[config.mk]
export PLATFORM = sky130hd
export DESIGN_NAME = uart_tx_seq
export DESIGN_NICKNAME = d
export VERILOG_FILES = /design/src/rtl/uart_pkg.sv /design/src/rtl/mux8to1.sv /design/src/rtl/uart_tx_seq.sv
export SDC_FILE = /design/constraint.sdc
export NUM_CORES = 1
export LEC_CHECK = 0
export ABC_AREA = 1
export CORE_UTILIZATION = 54
export CTS_CLUSTER_SIZE = 25
export DETAILED_ROUTE_END_ITERATION = 8
export GPL_TIMING_DRIVEN = 0
export PLACE_DENSITY_LB_ADDON = 0.05
export SYNTH_ARGS = -nofsm -noshare
export SYNTH_HDL_FRONTEND = slang
export SYNTH_HIERARCHICAL = 1
export SYNTH_SLANG_ARGS = --single-unit
export TNS_END_PERCENT = 5
[constraint.sdc]
create_clock -name clk -period 2.8 [get_ports clk]
set_input_delay 0.28 -clock clk [delete_from_list [all_inputs] [get_ports clk]]
set_output_delay 0.28 -clock clk [all_outputs]
set_load 0.1 [all_outputs]
[src/rtl/uart_pkg.sv]
// Shared definitions for the UART transmit path: state encoding and default bit timing.
package uart_pkg;

    typedef enum logic [1:0] {
        IDLE  = 2'd0,
        START = 2'd1,
        DATA  = 2'd2,
        STOP  = 2'd3
    } state_t;

    localparam int CLKS_PER_BIT_DEFAULT = 434;

endpackage

[src/rtl/mux8to1.sv]
// Eight-way single-bit selector: y carries din[sel].
module mux8to1 (
    input  logic [7:0] din,
    input  logic [2:0] sel,
    output logic       y
);

    assign y = din[sel];

endmodule

[src/rtl/uart_tx_seq.sv]
// UART 8N1 transmitter: accepts one byte per frame and drives the serial line LSB-first.
// The FSM state is mirrored on dbg_state so that checkers can follow the frame phase.
module uart_tx_seq
    import uart_pkg::*;
#(
    parameter int CLKS_PER_BIT = CLKS_PER_BIT_DEFAULT
) (
    input  logic       clk,
    input  logic       rst,
    input  logic [7:0] tx_data,
    input  logic       tx_valid,
    output logic       tx_ready,
    output logic       tx,
    output logic       busy,
    output logic       tx_done,
    output logic [1:0] dbg_state
);

    localparam int CNT_W = (CLKS_PER_BIT > 1) ? $clog2(CLKS_PER_BIT) : 1;
    localparam logic [CNT_W-1:0] CNT_LAST = CNT_W'(CLKS_PER_BIT - 1);

    state_t           state, state_n;
    logic [CNT_W-1:0] cnt, cnt_n;
    logic [2:0]       idx, idx_n;
    logic [7:0]       holding;
    logic             bit_end;
    logic             accept;
    logic             data_bit;
    logic             tx_n;

    // Handshake: a byte transfers on a rising edge where tx_valid and tx_ready are
    // both 1; tx_ready is high only in IDLE, so tx_valid while busy is simply ignored.
    assign tx_ready  = (state == IDLE);
    assign busy      = ~tx_ready;
    assign accept    = tx_valid && tx_ready;
    assign bit_end   = (cnt == CNT_LAST);
    assign dbg_state = state;

    // Select with the upcoming index so the registered line changes on the boundary edge.
    mux8to1 u_bit_mux (
        .din (holding),
        .sel (idx_n),
        .y   (data_bit)
    );

    always_comb begin
        state_n = state;
        idx_n   = idx;
        cnt_n   = cnt;
        case (state)
            IDLE:  if (tx_valid) state_n = START;
            START: if (bit_end) state_n = DATA;
            DATA: begin
                if (bit_end) begin
                    if (idx == 3'd7) state_n = STOP;
                    else             idx_n   = idx + 3'd1;
                end
            end
            STOP:  if (bit_end) state_n = IDLE;
            default: state_n = IDLE;
        endcase

        // Every state entry restarts both counters so nothing carries across frames.
        if (state_n != state) begin
            cnt_n = '0;
            idx_n = '0;
        end else if (state == IDLE || bit_end) begin
            cnt_n = '0;
        end else begin
            cnt_n = cnt + 1'b1;
        end

        case (state_n)
            START:   tx_n = 1'b0;
            DATA:    tx_n = data_bit;
            default: tx_n = 1'b1;
        endcase
    end

    always_ff @(posedge clk or posedge rst) begin
        if (rst) begin
            state   <= IDLE;
            cnt     <= '0;
            idx     <= '0;
            holding <= 8'h00;
            tx      <= 1'b1;
            tx_done <= 1'b0;
        end else begin
            state   <= state_n;
            cnt     <= cnt_n;
            idx     <= idx_n;
            tx      <= tx_n;
            tx_done <= (state == STOP) && (state_n == IDLE);
            if (accept) holding <= tx_data;
        end
    end

endmodule

==> impl_results.md <==
- Outcome: finished, final reports clean
- Die width: 51.9 µm
- Post-synthesis compound-gate area fraction: 2.42%
- Final setup violation count: 0
- CTS sink cnt: 24
- Post-synthesis instance total: 157
- Final Cycle Share: 87.7%
- Comb pwr share: 4.0%
- Xor/xnor share of the synthesized area: 1.95%
- Fmax: 407 MHz
- Post-CTS Hold Fix Bufs: 0
- CTS tree: yes
- Worst-margin pin slew: 964 ps
- Max Cap Viol: 0
- Final Critical Period: 2460 ps
- Max VDD drop: 0.000298 V
- Max FO, Critical Path: 6
- Area grow syn2layout: 16.4%
- Post-CTS setup buffers: 0
- Mean Syn Cell Area: 8.58 µm²
- # DRC: 0
- Slew Viols, Final: 0
- Relative slew margins: 35.5%
- Die Y: 51.9 µm
- Synth Warn #: 6
- Top-area cell type share of the netlist area: 42.8%
- Antenna diodes: 0
- Initial antenna violation count: 0
- Starting DRT DRC Count: 10
- Synth Area in Adders: 2.79%
- Die ar.: 2700 µm²
- Cell Area, Placed: 1540 µm²
- Clock Latency Late Sink: 310 ps
- Crit Path Class: reg2out
- Crit path DAT: 2180 ps
- Layout Skew: 10.9 ps
- Vias in the first global route: 985
- First-pass GRT wire length: 3990 µm
- Area contributors post-synth: dfrtp_1, nand2_1, inv_1, mux2_4, nor2_1
- Synth Register Bits: 24
- Setup TNS: 0 ps
- Wirelength per Cell: 10.8 µm
- Share of post-route cells with drive strength above 1: 15.3%
- H-tree depth: 1
- Reg power frac: 66.5%
- Port Buffer Count: 16
- CTS root buf: clkbuf_4
- Drt total wl: 2200 µm
- Worst-path clk slew: 130 ps
- Pin count of the biggest net entering global routing: 25
- Post-Synth Simple-Gate Area: 29.1%
- Top-Level Pins: 17
- Clock network power share: 29.5%
- Clock Path Buffers: 2
- Hold_ws: 435 ps
- Cell Area, Synth: 1350 µm²
- Tot GR Track Use: 20.2%
- Flop2flop setup slack: 430 ps
- Grt total ovfl: 0
- Vias per cell: 4.88
- GPL Wtd Cong: 0.794
- Hpwl dp: 1710 µm
- Fin util: 68.9%
- RSZ-0062 raised after global routing: false
- Core area: 2280 µm²
- HP Class: in2async
- Detail Route Antenna Nets: 0
- Vias: 1001
- Final hold violation count: 0
- Reg2reg start: cnt[1]
- Leading area contributor after synthesis: dfrtp_1
- Design area: 1570 µm²
- Nets: 192
- Sw Pwr: 107 µW
- Startpoint class of the critical path: flop
- LEAKAGE: 0.822 nW
- Req. time, crit path: 2520 ps
- Post-synth cell types: 23
- Mux contribution to synthesized area: 8.64%
- Reg2Reg Depth: 18
- Initial Utilization: 59.2%
- Net Sw Frac: 20.5%
- Initial DRT Pass Iterations: 4
- Row count: 17
- Num CTS Buffers: 3
- Seq/Total Area, Yosys: 44.7%
- Post-cts resize count: 0
- Worst Setup SP: dbg_state[0]
- PwrDens: 333 nW/µm²
- Internal power contribution: 414 µW
- Crit end category: primary output
- Combinational family with the most area after synthesis: simple AND/OR/NAND/NOR gates
- Syn_nets: 171
## cells by family (layout without fill, tap and decap cells)
family / Yosys count / count (layout)
muxes: 8 / 8
DFF: 24 / 24
buffers and inverters: 33 / 53
AOI/OAI and AO/OA: 6 / 6
adders and majority gates: 3 / 3
and+or+nand+nor: 80 / 80
xor gates and xnor gates: 3 / 3
## flip-flops by register name (all words and copies together) (netlist names)
register   cells
dbg_state      2
tx_done        1
idx            3
tx             1
cnt            9
holding        8
## worst paths after layout
path                              endpoint
worst max-delay path                  busy
worst min-delay path                cnt[1]
worst max register to register          tx
worst min register to register      cnt[0]
max in group asynchronous       holding[4]
min in group clk                    cnt[0]
## critical path, cell delays in order, from the launching register on
cell and delay [ps]:
dfrtp_1 540, nor2_4 80, inv_1 110, clkdlybuf4s50_1 1140
## layer usage
| metal | vias to the layer above | global-route usage [%] | routed length (µm) |
|---|---|---|---|
| li1 | 527 | - | - |
| met2 | 21 | 34.2 | 1030 |
| met5 | - | 0 | 0 |
| met1 | 451 | 25.4 | 1090 |
| met4 | 0 | 7.66 | 12 |
| met3 | 2 | 3.80 | 68 |
## cell type report
class | count | area [µm²]
Timing Repair Buffer | 16 | 160
Clock buffer | 4 | 26.3
Fill cell | 192 | 708
Inverter | 32 | 120
Tap cell | 28 | 35.0
Buffer | 1 | 20.0
Multi-Input combinational cell | 100 | 604
Sequential cell | 24 | 602
## layout by cell type (no fill, tap or decap), types with 2 or more instances in the layout
master / count
nand2_1: 37
inv_1: 30
dfrtp_1: 23
clkdlybuf4s50_1: 16
nor2_1: 12
nand3_1: 8
mux2_4: 7
nand2_2: 5
nand4_1: 5
a21oi_1: 5
nor3_1: 4
nor2_4: 3
ha_1: 3
clkbuf_4: 3
inv_2: 2
nor2_2: 2
xor2_1: 2
nor3b_1: 2
## synth_stat cells
cell type,instances
nor2_1,12
mux2_2,1
a21oi_1,5
nor2_4,3
nand2_4,1
nor3b_1,2
nand2_2,5
inv_1,30
nand4_1,5
xor2_1,2
o21bai_1,1
nand4_2,1
nor3_1,4
mux2_4,7
xnor2_1,1
inv_2,2
nand2_1,37
nand3_1,8
nor2_2,2
dfrtp_1,23
ha_1,3
buf_12,1
dfstp_2,1
## through the flow
step                      instances  setup WS, ps  power [mW]
final                           205           345       0.521
after CTS                       205           310       0.532
after global placement          201           531       0.374
after floorplan                 157          41.8       0.359
after global routing            205           192       0.546
after detailed placement        201           491       0.375
## power by group through the flow
stage	sequential (mW)	combinational [mW]	clock, mW
finish	0.347	0.0208	0.154
CTS	0.347	0.0217	0.164
global placement	0.353	0.0210	0
floorplan	0.353	0.00541	0
global route	0.347	0.0235	0.175
detailed placement	0.353	0.0218	0
Power figures use the tool's default switching activity.
